--- config.mk ---
export PLATFORM = sky130hd
export DESIGN_NAME = fir_mac_mc_flat
export DESIGN_NICKNAME = d
export VERILOG_FILES = /design/src/rtl/fir_mac_pkg.sv /design/src/rtl/fir_mac_mc_if.sv /design/src/rtl/fir_hist_mem.sv /design/src/rtl/fir_mac_mc.sv /design/src/flat_wrapper.sv
export SDC_FILE = /design/constraint.sdc
export NUM_CORES = 1
export LEC_CHECK = 0
export ABC_AREA = 1
export BUFFER_PORTS_ARGS = -buffer_cell sky130_fd_sc_hd__buf_4
export CAP_MARGIN = 15
export CORE_ASPECT_RATIO = 0.8
export CORE_MARGIN = 4
export CORE_UTILIZATION = 35
export DETAILED_ROUTE_END_ITERATION = 8
export SYNTH_ARGS = -nofsm -noshare
export SYNTH_HDL_FRONTEND = slang
export SYNTH_HIERARCHICAL = 1
export SYNTH_SLANG_ARGS = --single-unit
--- constraint.sdc ---
create_clock -name clk -period 26.7 [get_ports clk]
set_input_delay 1.335 -clock clk [delete_from_list [all_inputs] [get_ports clk]]
set_output_delay 1.335 -clock clk [all_outputs]
set_load 0.05 [all_outputs]
--- src/rtl/fir_mac_pkg.sv ---
// Shared state encoding and arithmetic helpers for the time-multiplexed FIR MAC.
// Widths of the accumulator and the scaled/saturated output are derived here.
package fir_mac_pkg;

  // Wide enough for any accumulator this block is configured with.
  localparam int unsigned SAT_W = 64;

  typedef enum logic [1:0] {
    StIdle,
    StMac,
    StDone
  } fir_state_e;

  typedef struct packed {
    logic                    sat;
    logic signed [SAT_W-1:0] value;
  } sat_res_t;

  function automatic int unsigned acc_width(input int unsigned data_w,
                                            input int unsigned coef_w,
                                            input int unsigned taps);
    return data_w + coef_w + $clog2(taps);
  endfunction

  function automatic int unsigned chan_width(input int unsigned channels);
    return (channels > 1) ? $clog2(channels) : 1;
  endfunction

  // Floor shift followed by clipping to the signed out_w range.
  function automatic sat_res_t sat_shift(input logic signed [SAT_W-1:0] acc,
                                         input int unsigned             shift,
                                         input int unsigned             out_w);
    logic signed [SAT_W-1:0] one;
    logic signed [SAT_W-1:0] shifted;
    logic signed [SAT_W-1:0] max_v;
    logic signed [SAT_W-1:0] min_v;
    sat_res_t                r;
    one     = SAT_W'(1);
    shifted = acc >>> shift;
    max_v   = (one <<< (out_w - 1)) - one;
    min_v   = -max_v - one;
    if (shifted > max_v) begin
      r.sat   = 1'b1;
      r.value = max_v;
    end else if (shifted < min_v) begin
      r.sat   = 1'b1;
      r.value = min_v;
    end else begin
      r.sat   = 1'b0;
      r.value = shifted;
    end
    return r;
  endfunction

endpackage

--- src/rtl/fir_mac_mc_if.sv ---
// Sample, coefficient and result signals of the multi-channel FIR MAC.
// The control/front-end side uses master, the filter uses slave.
interface fir_mac_mc_if
  import fir_mac_pkg::*;
#(
  parameter int unsigned DATA_W   = 16,
  parameter int unsigned COEF_W   = 8,
  parameter int unsigned TAPS     = 16,
  parameter int unsigned CHANNELS = 2,
  parameter int unsigned OUT_W    = 16
);
  localparam int unsigned CHAN_W = chan_width(CHANNELS);
  localparam int unsigned TAP_W  = $clog2(TAPS);

  logic                     clear;
  logic                     in_valid;
  logic                     in_ready;
  logic [CHAN_W-1:0]        in_chan;
  logic signed [DATA_W-1:0] in_data;
  logic                     coef_we;
  logic [TAP_W-1:0]         coef_addr;
  logic signed [COEF_W-1:0] coef_data;
  logic                     out_valid;
  logic [CHAN_W-1:0]        out_chan;
  logic signed [OUT_W-1:0]  out_data;
  logic                     out_sat;

  modport master (
    output clear, in_valid, in_chan, in_data, coef_we, coef_addr, coef_data,
    input  in_ready, out_valid, out_chan, out_data, out_sat
  );

  modport slave (
    input  clear, in_valid, in_chan, in_data, coef_we, coef_addr, coef_data,
    output in_ready, out_valid, out_chan, out_data, out_sat
  );

endinterface

--- src/rtl/fir_hist_mem.sv ---
// Per-channel circular sample history. Owns the write pointers; the read port
// addresses samples by age (tap 0 is the sample at the current write pointer).
module fir_hist_mem #(
  parameter int unsigned DATA_W   = 16,
  parameter int unsigned TAPS     = 16,
  parameter int unsigned CHANNELS = 2,
  parameter int unsigned CHAN_W   = 1,
  parameter int unsigned TAP_W    = 4
) (
  input  logic                     clk,
  input  logic                     nRst,
  input  logic                     clear,
  input  logic                     wr_en,
  input  logic [CHAN_W-1:0]        wr_chan,
  input  logic signed [DATA_W-1:0] wr_data,
  input  logic                     advance,
  input  logic [CHAN_W-1:0]        adv_chan,
  input  logic [CHAN_W-1:0]        rd_chan,
  input  logic [TAP_W-1:0]         rd_tap,
  output logic signed [DATA_W-1:0] rd_data
);
  localparam logic [TAP_W-1:0] LAST_TAP = TAP_W'(TAPS - 1);

  logic signed [DATA_W-1:0] hist_q [CHANNELS][TAPS];
  logic [TAP_W-1:0]         wptr_q [CHANNELS];
  logic [TAP_W-1:0]         rd_ptr;
  logic [TAP_W-1:0]         rd_idx;

  // (wptr - tap) mod TAPS without a divider; also correct for non power-of-two TAPS.
  always_comb begin
    rd_ptr = wptr_q[rd_chan];
    if (rd_tap > rd_ptr) begin
      rd_idx = rd_ptr + TAP_W'(TAPS) - rd_tap;
    end else begin
      rd_idx = rd_ptr - rd_tap;
    end
    rd_data = hist_q[rd_chan][rd_idx];
  end

  always_ff @(posedge clk or negedge nRst) begin
    if (!nRst) begin
      for (int c = 0; c < CHANNELS; c++) begin
        wptr_q[c] <= '0;
        for (int t = 0; t < TAPS; t++) hist_q[c][t] <= '0;
      end
    end else if (clear) begin
      for (int c = 0; c < CHANNELS; c++) begin
        wptr_q[c] <= '0;
        for (int t = 0; t < TAPS; t++) hist_q[c][t] <= '0;
      end
    end else begin
      if (wr_en) begin
        hist_q[wr_chan][wptr_q[wr_chan]] <= wr_data;
      end
      if (advance) begin
        wptr_q[adv_chan] <= (wptr_q[adv_chan] == LAST_TAP) ? '0 : wptr_q[adv_chan] + TAP_W'(1);
      end
    end
  end

endmodule

--- src/rtl/fir_mac_mc.sv ---
// Multi-channel FIR filter sharing one multiply-accumulate unit: one tap per
// cycle, then a scaled and saturated result strobed on out_valid.
module fir_mac_mc
  import fir_mac_pkg::*;
#(
  parameter int unsigned DATA_W    = 16,
  parameter int unsigned COEF_W    = 8,
  parameter int unsigned TAPS      = 16,
  parameter int unsigned CHANNELS  = 2,
  parameter int unsigned OUT_W     = 16,
  parameter int unsigned OUT_SHIFT = 7
) (
  input logic          clk,
  input logic          nRst,
  fir_mac_mc_if.slave  bus
);
  localparam int unsigned       CHAN_W    = chan_width(CHANNELS);
  localparam int unsigned       TAP_W     = $clog2(TAPS);
  localparam int unsigned       PROD_W    = DATA_W + COEF_W;
  localparam int unsigned       ACC_W     = acc_width(DATA_W, COEF_W, TAPS);
  localparam logic [TAP_W-1:0]  LAST_TAP  = TAP_W'(TAPS - 1);
  localparam logic [CHAN_W-1:0] LAST_CHAN = CHAN_W'(CHANNELS - 1);

  fir_state_e               state_q;
  logic [CHAN_W-1:0]        chan_q;
  logic [TAP_W-1:0]         k_q;
  logic signed [ACC_W-1:0]  acc_q;
  logic signed [COEF_W-1:0] coef_q [TAPS];
  logic                     out_valid_q;
  logic [CHAN_W-1:0]        out_chan_q;
  logic signed [OUT_W-1:0]  out_data_q;
  logic                     out_sat_q;

  logic                     hist_we;
  logic                     hist_adv;
  logic signed [DATA_W-1:0] hist_rd;
  logic signed [COEF_W-1:0] coef_cur;
  logic signed [PROD_W-1:0] coef_ext;
  logic signed [PROD_W-1:0] samp_ext;
  logic signed [PROD_W-1:0] prod;
  logic signed [ACC_W-1:0]  acc_next;
  sat_res_t                 res;

  // Samples for channels that do not exist are accepted and dropped.
  assign hist_we  = (state_q == StIdle) && bus.in_valid && !bus.clear &&
                    (bus.in_chan <= LAST_CHAN);
  assign hist_adv = (state_q == StDone);

  fir_hist_mem #(
    .DATA_W  (DATA_W),
    .TAPS    (TAPS),
    .CHANNELS(CHANNELS),
    .CHAN_W  (CHAN_W),
    .TAP_W   (TAP_W)
  ) u_hist (
    .clk     (clk),
    .nRst    (nRst),
    .clear   (bus.clear),
    .wr_en   (hist_we),
    .wr_chan (bus.in_chan),
    .wr_data (bus.in_data),
    .advance (hist_adv),
    .adv_chan(chan_q),
    .rd_chan (chan_q),
    .rd_tap  (k_q),
    .rd_data (hist_rd)
  );

  assign coef_cur = coef_q[k_q];
  assign coef_ext = {{DATA_W{coef_cur[COEF_W-1]}}, coef_cur};
  assign samp_ext = {{COEF_W{hist_rd[DATA_W-1]}}, hist_rd};
  assign prod     = coef_ext * samp_ext;
  assign acc_next = acc_q + {{(ACC_W - PROD_W){prod[PROD_W-1]}}, prod};
  assign res      = sat_shift({{(SAT_W - ACC_W){acc_next[ACC_W-1]}}, acc_next}, OUT_SHIFT, OUT_W);

  // The result is registered on the last MAC step so out_valid is visible in DONE.
  always_ff @(posedge clk or negedge nRst) begin
    if (!nRst) begin
      state_q     <= StIdle;
      chan_q      <= '0;
      k_q         <= '0;
      acc_q       <= '0;
      out_valid_q <= 1'b0;
      out_chan_q  <= '0;
      out_data_q  <= '0;
      out_sat_q   <= 1'b0;
      for (int i = 0; i < TAPS; i++) coef_q[i] <= '0;
    end else if (bus.clear) begin
      state_q     <= StIdle;
      k_q         <= '0;
      acc_q       <= '0;
      out_valid_q <= 1'b0;
    end else begin
      out_valid_q <= 1'b0;
      unique case (state_q)
        StIdle: begin
          if (bus.coef_we && (bus.coef_addr <= LAST_TAP)) begin
            coef_q[bus.coef_addr] <= bus.coef_data;
          end
          if (hist_we) begin
            chan_q  <= bus.in_chan;
            acc_q   <= '0;
            k_q     <= '0;
            state_q <= StMac;
          end
        end
        StMac: begin
          acc_q <= acc_next;
          k_q   <= k_q + TAP_W'(1);
          if (k_q == LAST_TAP) begin
            state_q     <= StDone;
            out_valid_q <= 1'b1;
            out_chan_q  <= chan_q;
            out_data_q  <= res.value[OUT_W-1:0];
            out_sat_q   <= res.sat;
          end
        end
        StDone: begin
          state_q <= StIdle;
        end
        default: begin
          state_q <= StIdle;
        end
      endcase
    end
  end

  assign bus.in_ready  = (state_q == StIdle);
  assign bus.out_valid = out_valid_q;
  assign bus.out_chan  = out_chan_q;
  assign bus.out_data  = out_data_q;
  assign bus.out_sat   = out_sat_q;

endmodule

--- src/flat_wrapper.sv ---
// flat-port wrapper written by rule: the top's interface ports become plain ports
module fir_mac_mc_flat import fir_mac_pkg::*;
#(
  parameter int unsigned DATA_W    = 16,
  parameter int unsigned COEF_W    = 8,
  parameter int unsigned TAPS      = 16,
  parameter int unsigned CHANNELS  = 2,
  parameter int unsigned OUT_W     = 16,
  parameter int unsigned OUT_SHIFT = 7
)
  (clk, nRst, bus_clear, bus_in_valid, bus_in_chan, bus_in_data, bus_coef_we, bus_coef_addr, bus_coef_data, bus_in_ready, bus_out_valid, bus_out_chan, bus_out_data, bus_out_sat);
  fir_mac_mc_if #(.DATA_W(DATA_W), .COEF_W(COEF_W), .TAPS(TAPS), .CHANNELS(CHANNELS), .OUT_W(OUT_W)) bus_i ();
  input logic clk;
  input logic nRst;
  input wire logic [$bits(bus_i.clear)-1:0] bus_clear;
  input wire logic [$bits(bus_i.in_valid)-1:0] bus_in_valid;
  input wire logic [$bits(bus_i.in_chan)-1:0] bus_in_chan;
  input wire logic [$bits(bus_i.in_data)-1:0] bus_in_data;
  input wire logic [$bits(bus_i.coef_we)-1:0] bus_coef_we;
  input wire logic [$bits(bus_i.coef_addr)-1:0] bus_coef_addr;
  input wire logic [$bits(bus_i.coef_data)-1:0] bus_coef_data;
  output wire logic [$bits(bus_i.in_ready)-1:0] bus_in_ready;
  output wire logic [$bits(bus_i.out_valid)-1:0] bus_out_valid;
  output wire logic [$bits(bus_i.out_chan)-1:0] bus_out_chan;
  output wire logic [$bits(bus_i.out_data)-1:0] bus_out_data;
  output wire logic [$bits(bus_i.out_sat)-1:0] bus_out_sat;
  assign bus_i.clear = bus_clear;
  assign bus_i.in_valid = bus_in_valid;
  assign bus_i.in_chan = bus_in_chan;
  assign bus_i.in_data = bus_in_data;
  assign bus_i.coef_we = bus_coef_we;
  assign bus_i.coef_addr = bus_coef_addr;
  assign bus_i.coef_data = bus_coef_data;
  assign bus_in_ready = bus_i.in_ready;
  assign bus_out_valid = bus_i.out_valid;
  assign bus_out_chan = bus_i.out_chan;
  assign bus_out_data = bus_i.out_data;
  assign bus_out_sat = bus_i.out_sat;
  fir_mac_mc #(.DATA_W(DATA_W), .COEF_W(COEF_W), .TAPS(TAPS), .CHANNELS(CHANNELS), .OUT_W(OUT_W), .OUT_SHIFT(OUT_SHIFT)) u_core (.clk(clk), .nRst(nRst), .bus(bus_i));
endmodule
### Word level (Yosys, flattened, before mapping)

Cells that the tools add are included.

* bits in registers: 702
* bits in latches: 0
* memory bits (writable): 0
* ROM bits: 0
* output and inout port bits: 20
* word-level logic and storage cells: 154
* memories kept: 0

* add/subtract/negate cells: 4
* $mul: 1
* div/mod/pow operators: 0
* $lt $le $gt $ge: 14
* equal/unequal tests: 6
* shift-type cells: 0
* muxes and demuxes: 46
* bitwise gates (word level): 7
* reduce and logical (&&, ||, !) cells: 18

Operator list (number)
* 2-to-1 mux 256 bit: 4
* 2-to-1 mux 512 bit: 2
* bitwise mux 512 bit: 1
* demux 256 bit (select 1 bit): 1
* 2-to-1 mux 65 bit: 2
* bitwise mux 128 bit: 1
* binary-select mux 16 bit (select 4 bit): 1
* demux 16 bit (select 4 bit): 1
* 2-to-1 mux 28 bit: 2
* one-hot mux 28 bit (2 select lines): 1
* 2-to-1 mux 16 bit: 3
* 2-to-1 mux 4 bit: 10
* 2-to-1 mux 8 bit: 5
* binary-select mux 8 bit (select 4 bit): 1
* demux 8 bit (select 4 bit): 1
* adder 28 bit: 1
* multiplier 8 x 16 -> 24 bit: 1
* greater-than comparator 21 x 16 -> 1 bit (second input constant): 1
* < comparator 21 x 16 -> 1 bit (second input constant): 1
* greater-or-equal comparator 5 bit (second input constant): 4
* NOT 4 -> 5 bit: 4
* < comparator 5 x 1 -> 1 bit (second input constant): 2
* AND reduction 3 bit: 3
* adder 4 x 1 -> 4 bit (second input constant): 2
* 23 further kinds: 41

### Depth between registers and ports, before layout

Gate-level depths: netlist of the first run.

* depth after elaboration: 14
* depth in mapped cells: 54
* gate-level depth less buffers: 50

### By module

Netlist of the first run, hierarchy kept.

Modules (own cells, without submodules)
* fir_hist_mem: instances 1, cells an instance 3274, area each 25587.0 sq um, seq. area each 13012.5 sq um
* fir_mac_mc: instances 1, cells an instance 1907, area each 14572.7 sq um, seq. area each 4554.4 sq um

### Least setup slack after synthesis of the first run

OpenSTA, ideal clock, no wires.

* path type: reg2reg
* start: register u_core.chan_q
* end: register u_core.out_data_q[10], in the netlist u_core/bus.out_data[10]
* library setup time: 0.121 ns
* data arrival time: 8.280 ns
* data required time: 26.579 ns
* path slack: 18.299 ns
* stages on the path, launching flop included: 51
* period minus slack after synthesis: 8.401 ns
* cell sequence: dfrtp_1 > buf_2 > clkbuf_1 > buf_2 > nand2_1 > o21ai_0 > ha_1 > inv_1 > fa_1 > clkbuf_1 > clkbuf_1 > nand3_1 > nand3_1 > nand2_1 > nand2_1 > nand2_1 > inv_1 > nor2_1 > [... 15 more ...] > a21oi_1 > o21ai_1 > a21oi_1 > xnor2_1 > ha_1 > nand2_1 > inv_1 > nand2_1 > nand2_1 > a21oi_1 > nand3_1 > nand2_1 > nand2_1 > nor2_1 > nand3_2 > a21oi_4 > buf_12 > a21oi_2

* word-level cells in the longest chain between the ends: 14
* elaborated cells between the ends (all ways): 18
* classes of those cells: 2 x add/sub; 1 x mul; 2 x order compare; 11 x mux; 2 x bitwise

RTL lines
* from (decl): RTL line fir_mac_mc.sv:25 `logic [CHAN_W-1:0] chan_q;`
* from (signal assigned): RTL line fir_mac_mc.sv:101 `chan_q <= bus.in_chan;`
* NOT 1 -> 2 bit (implied by the code) *: RTL line fir_hist_mem.sv:31, fir_hist_mem.sv:37
* 2-to-1 mux 4 bit (implied by the code) (3 in a row): RTL line fir_hist_mem.sv:31 `rd_ptr = wptr_q[rd_chan];`
* subtractor 4 bit: RTL line fir_hist_mem.sv:33, fir_hist_mem.sv:35
* NOT 4 -> 5 bit (implied by the code): RTL line fir_hist_mem.sv:37 `rd_data = hist_q[rd_chan][rd_idx];`
* binary-select mux 16 bit (select 4 bit) *: RTL line fir_hist_mem.sv:37
* 2-to-1 mux 16 bit (implied by the code) * (2 in a row): RTL line fir_hist_mem.sv:37
* via u_core.hist_rd[5]: RTL line fir_mac_mc.sv:36 `logic signed [DATA_W-1:0] hist_rd;`
* multiplier 8 x 16 -> 24 bit *: RTL line fir_mac_mc.sv:72 `assign prod = coef_ext * samp_ext;`
* adder 28 bit *: RTL line fir_mac_mc.sv:73 `assign acc_next = acc_q + {{(ACC_W - PROD_W){prod[PROD_W-1]}}, prod};`
* < comparator 21 x 16 -> 1 bit: RTL line fir_mac_pkg.sv:45 `end else if (shifted < min_v) begin`
* 2-to-1 mux 65 bit: RTL line fir_mac_pkg.sv:45
* 2-to-1 mux 65 bit *: RTL line fir_mac_pkg.sv:42 `if (shifted > max_v) begin`
* to (signal assigned): RTL line fir_mac_mc.sv:114 `out_data_q <= res.value[OUT_W-1:0];`
* to (decl): RTL line fir_mac_mc.sv:31 `logic signed [OUT_W-1:0] out_data_q;`

Mark *: on every way through the listed nets, which the timed path passes. The rest lies on a longest branch. The select of a mux whose other input is x is not followed.
A chain may end at the register's enable or synchronous reset.

### Final worst setup path of the first run

* start: register u_core.chan_q
* end: register u_core.out_data_q[2], in the netlist u_core/bus.out_data[2]

Same word-level chain as after synthesis.

==> results.md, run 1 <==
- Worst Max-Slew Pin Slew: 1.16 ns
- Post-CTS Hold Fix Bufs: 0
- Net Count, Synth: 5398
- Wire per inst: 19.0 um
- Worst Skew: 0.0232 ns
- Placer Congestion: 0.873
- Nets: 5252
- RSZ-0062 raised after global routing: no
- Hold path depth: 2
- Leading area contributor after synthesis: dfrtp_1
- Clock Sinks: 702
- First drt pass iteration count: 6
- Post-synth EDFFs: 0
- Status: completed
- Worst Setup Path Type: flip-flop to flip-flop
- P&R area growth vs syn: 11.0%
- Slew Viols, Final: 0
- Min Hold Slack: 0.485 ns
- Post-DP HPWL: 76.9 mm
- CTS buffer count: 83
- Die Span Y: 311 um
- Synth async-reset ratio: 1.00
- Minimum clock period: 10.45 ns
- Max Cap Viol: 0
- First-pass GRT wire length: 197 mm
- Routed wire length: 125 mm
- Filler cells: 11700
- Area share of the largest cell type after synthesis: 0.437
- Commonest non-fill, non-tap cells in the layout: 1166 x nand2_1, 739 x inv_1, 737 x nand3_1, 700 x dfrtp_1, 487 x o21ai_0
- Ys flop type: dfrtp_1
- Crit. End Element: flip-flop
- Row cnt: 110
- Highest cell delay on the worst timing path: 0.79 ns
- DR DRC count: 0
- Via Count: 34800
- Clock tree root buffer cell: clkbuf_16
- Syn avg cell area: 7.75 um2
- Drt initial violations: 3602
- Sequential fraction of the synthesis area: 0.437
- TritonCTS clock tree: built
- PortBufs: 53
- Initial Util: 0.355
- Worst rel slew slack: 0.223
- Crit-path slowest cell: buf_4
- Worst-path fanout max: 61
- Post-CTS Setup Inserts: 0
- Critical path launch point type: flip-flop
- Syn Inst Count: 5181
- Hold WC Path Type: flip-flop to flip-flop
- Yosys reg bits: 702
- Worst hold path startpoint: u_core/coef_q[111]
- Commonest non-fill, non-tap cell in the layout: nand2_1
- Number of distinct library cells after synthesis: 49
- Clock latency on the worst-skew pair: 0.66 ns
- Worst reg-to-reg path cell count: 42
- Placed Area: 41400 um2
- Largest net degree at the start of global routing: 194
- Layout cells sized above 1: 0.0674
- R2R Path Start: u_core/chan_q
- Most used cell, CP: nand2_1
- Cell area after layout: 44600 um2
- Clock Tree Buf Depth: 3
- Core Box Area: 113000 um2
- Worst endpoint required time: 27.21 ns
- IO Pins: 54
- Final period utilization: 0.391
- Crit path launch: u_core/chan_q
- Initial antenna violation count: 3
- Syn. warnings: 6
- Final Hold Viols: 0
- Detail Route Antenna Nets: 0
- Top post-synthesis cells by area: dfrtp_1 44%, nand2_1 11%, nand3_1 9.2%, inv_1 6.9%, o21ai_0 6.1%
- Final setup fails: 0
- Achievable frequency: 0.0957 GHz
- # resized after CTS: 0
- H-tree Lvls: 3
- DIE AREA: 120000 um2
- Post-synthesis instance area: 40200 um2
- Vias/cell: 5.26
- Die W: 387 um
- CTS clock-pin slew for the worst setup and hold paths: 0.07 ns
- Setup TNS: 0 ns
- Overflow after GRT: 0
- Vias in the first global route: 33300
- Overall Global Routing Usage: 0.204
- Arr. time, crit path: 10.96 ns
-- synth_stat cells, types with 2 or more instances --
master     number
fa_1          105
buf_2          82
a211oi_1       10
o21ai_0       488
nand3_2         2
clkinv_1        3
a21oi_2        11
inv_2           5
o2111ai_1       2
o22ai_1       234
a21o_1          4
nor3_2          4
nand4_1         9
nor2_2         14
buf_6          17
nor4_2          4
inv_1         742
nor2_1        248
o21bai_1        7
o31ai_1         3
a22o_1         16
ha_1           78
buf_4           6
or2_2           2
dfrtp_1       702
a221o_1         8
o211ai_1        2
xnor2_1        12
nand2_1      1166
xor2_1         26
nor3_1         13
buf_1          56
o21ai_1         2
nor4_1          2
nand2_4         6
a21oi_1       128
o21a_1          9
nand3_1       737
clkbuf_1      178
nand2_2        29
-- per-layer routing --
metal,up-vias,global-route usage,share of wire,wire [um]
met2,1374,0.297,0.42,53100
li1,16400,-,-,-
met1,16800,0.299,0.46,57100
met3,224,0.0480,0.090,11300
met5,-,0,0,0
met4,0,0.0668,0.031,3880
-- stage by stage --
step / cells / util / worst slack [ns]
after floorplan: 5181 / - / 18.30
after global placement: 6455 / 0.365 / 16.45
after detailed placement: 6457 / 0.366 / 16.40
after CTS: 6610 / 0.392 / 16.35
after global routing: 6615 / 0.394 / 15.55
final: 6616 / 0.394 / 16.25
-- worst max-delay path, delay by kind of cell, from the launching register on --
kind / cells / cell delay (ns)
AO/OA/AOI/OAI: 7 / 1.61
XOR/XNOR: 1 / 0.35
adder cells (fa/ha/maj): 7 / 3.22
buffers and inverters: 6 / 1.60
flip-flops: 1 / 0.74
AND/OR/NAND/NOR: 21 / 2.67
-- cell families after synthesis --
group,Yosys count,share of synthesized area
buffers and inverters,1091,0.109
AO/OA/AOI/OAI,927,0.129
adder cells (fa/ha/maj),183,0.0766
AND/OR/NAND/NOR,2239,0.239
XOR/XNOR,38,0.00829
multiplexers,1,0.000280
flip-flops,702,0.437
-- registers in the layout (all words and copies together), names as in the netlist, 2 cells and up --
signal                cells
u_core/acc_q             28
u_core/bus.out_data      16
u_core/coef_q           128
u_core/k_q                4
u_core/state_q            2
u_core/u_hist/hist_q    512
u_core/u_hist/wptr_q      8
-- path summary, 6_finish.rpt --
path | to | slack (ns)
worst min register to register | u_core/coef_q[111] | 0.49
worst max-delay path | u_core/bus.out_data[2] | 16.25
max in group asynchronous | u_core/u_hist/hist_q[267] | 22.71
worst min-delay path | u_core/coef_q[111] | 0.49
min in group asynchronous | u_core/bus.out_data[10] | 0.72
worst max register to register | u_core/bus.out_data[2] | 16.25
-- cell type report --
| type | count | area [um2] | area share |
|---|---|---|---|
| Antenna cell | 1 | 2.50 | 0.0000561 |
| Clock buffer | 119 | 2530 | 0.0567 |
| Clock inverter | 34 | 507 | 0.0114 |
| Inverter | 750 | 2830 | 0.0635 |
| Multi-Input combinational cell | 3388 | 18200 | 0.409 |
| Sequential cell | 702 | 17600 | 0.394 |
| Tap cell | 1512 | 1890 | 0.0424 |
| Timing Repair Buffer | 110 | 1000 | 0.0224 |
Power of run 1 is not shown: default switching activity piles up to over one toggle a cycle in this logic, so the estimate is an artifact.
==> inputs of run 2 (changes only) <==
- clock period: 26.7 -> 9.58 ns (I/O delays scaled with it)
==> results.md, run 2 (same netlist as run 1, synthesis figures left out) <==
- Status: completed
- Initial Util: 0.355
- DIE AREA: 120000 um2
- CTS buffer count: 80
- Wire per inst: 19.0 um
- Worst hold path startpoint: bus_coef_data[0]
- Vias in the first global route: 33300
- Drt initial violations: 3860
- Met2 GRT Util: 0.300
- Commonest non-fill, non-tap cells in the layout: 1166 x nand2_1, 738 x inv_1, 735 x nand3_1, 700 x dfrtp_1, 486 x o21ai_0
- Clock Sinks: 702
- Nets: 5288
- Final period utilization: 0.943
- Worst Skew: 0.0298 ns
- CTS clock-pin slew for the worst setup and hold paths: 0.06 ns
- Final setup fails: 0
- Worst path buffer plus inverter count: 9
- Top reg by flops: u_core/u_hist/hist_q
- Commonest non-fill, non-tap cell in the layout: nand2_1
- Final Hold Viols: 0
- Placer Congestion: 0.919
- Layout cells sized above 1: 0.0729
- PortBufs: 53
- GRT Max-Usage Layer: met1
- Top Registers: u_core/u_hist/hist_q: 512 flops, u_core/coef_q: 128 flops, u_core/acc_q: 28 flops
- Via Count: 34800
- First-pass GRT wire length: 198 mm
- Post-DP HPWL: 81.6 mm
- Met3 Use GR: 0.0468
- Largest net degree at the start of global routing: 160
- Arr. time, crit path: 9.58 ns
- Worst rel slew slack: 0.258
- Cell family with most CP delay: adder cells
- Worst Max-Slew Pin Slew: 1.11 ns
- Slew Viols, Final: 0
- Worst Setup Path Type: flip-flop to flip-flop
- Worst endpoint required time: 10.13 ns
- Largest register FFs: 512
- Clock Tree Buf Depth: 3
- Most used cell, CP: nand2_1
- Overflow after GRT: 0
- IO Pins: 54
- Routed wire length: 126 mm
- Detail Route Antenna Nets: 0
- Placed Area: 41700 um2
- Die Span Y: 311 um
- Crit. End Element: flip-flop
- Worst-path fanout max: 19
- Clock tree root buffer cell: clkbuf_16
- TritonCTS clock tree: built
- Highest cell delay on the worst timing path: 0.56 ns
- M1 GR Usage: 0.305
- Crit path launch: u_core/chan_q
- Hold WC Path Type: input pin to flip-flop
- Setup TNS: 0 ns
- H-tree Lvls: 3
- Core Box Area: 113000 um2
- First drt pass iteration count: 5
- Die W: 387 um
- P&R area growth vs syn: 10.9%
- DR DRC count: 0
- Vias/cell: 5.23
- Overall Global Routing Usage: 0.206
- Critical path launch point type: flip-flop
- Minimum clock period: 9.03 ns
- Row cnt: 110
- R2R Path Start: u_core/chan_q
- Clock latency on the worst-skew pair: 0.68 ns
- Initial antenna violation count: 4
- Cell area after layout: 44500 um2
- Max Cap Viol: 0
- Achievable frequency: 0.111 GHz
- Crit-path slowest cell: dfrtp_4
[run 2: cell count changes in the layout (fill, tap and decap cells not counted), sizes merged]
cell         previous run  this run
inv                   748       751
clkinv                 22        25
dlygate4sd3             0         1
bufinv                 11         4
clkinvlp                3         2
buf                   110       148
clkbuf                119       112
[run 2: stage by stage]
step / hold WS [ns] / cells / worst slack (ns) / utilization
after global placement: 0.461 / 6494 / 0.578 / 0.368
after detailed placement: 0.469 / 6494 / 0.468 / 0.368
after CTS: 0.0590 / 6639 / 0.459 / 0.392
after global routing: 0.0992 / 6645 / -0.00247 / 0.393
after floorplan: 0.183 / 5181 / 1.18 / -
final: 0.124 / 6646 / 0.547 / 0.393
[run 2: cell type report]
type / count / area [um2]
antenna: 1 / 2.50
clock buffer: 112 / 2340
clock inverter: 32 / 323
fill: 11700 / 68700
inverter: 750 / 2840
multi-input combinational: 3388 / 18300
sequential: 702 / 17600
tap: 1512 / 1890
timing repair buffer: 149 / 1300
[run 2: worst paths after layout]
path,end,slack (ns),cells after the start
max reg2reg,u_core/bus.out_data[2],0.55,44
max in group asynchronous,u_core/u_hist/hist_q[370],6.99,4
min,u_core/coef_q[64],0.12,3
min in group asynchronous,u_core/bus.out_data[11],0.38,2
min reg2reg,u_core/coef_q[10],0.48,2
max,u_core/bus.out_data[2],0.55,44
[run 2: worst register-to-register path, delay by kind of cell, from the launching register on]
family	cells	cell delay (ns)
adders and majority gates	8	3.28
and+or+nand+nor	19	2.49
buffers and inverters	9	1.33
AOI/OAI and AO/OA	7	1.10
DFF	1	0.56
xor gates and xnor gates	1	0.17
[run 2: layer usage]
metal  routed length, um  vias up
met2               53600     1152
met4                3700        0
met3               10300      214
met1               58900    16900
li1                    -    16500
met5                   0        -
[run 2: timing repair]
item	in CTS	in global routing
setup buffers	0	1
resized for setup	0	10
setup endpoints to repair	0	16
hold buffers	1	0
hold endpoints to repair	78	0
Power of run 2 is left out for the same reason.
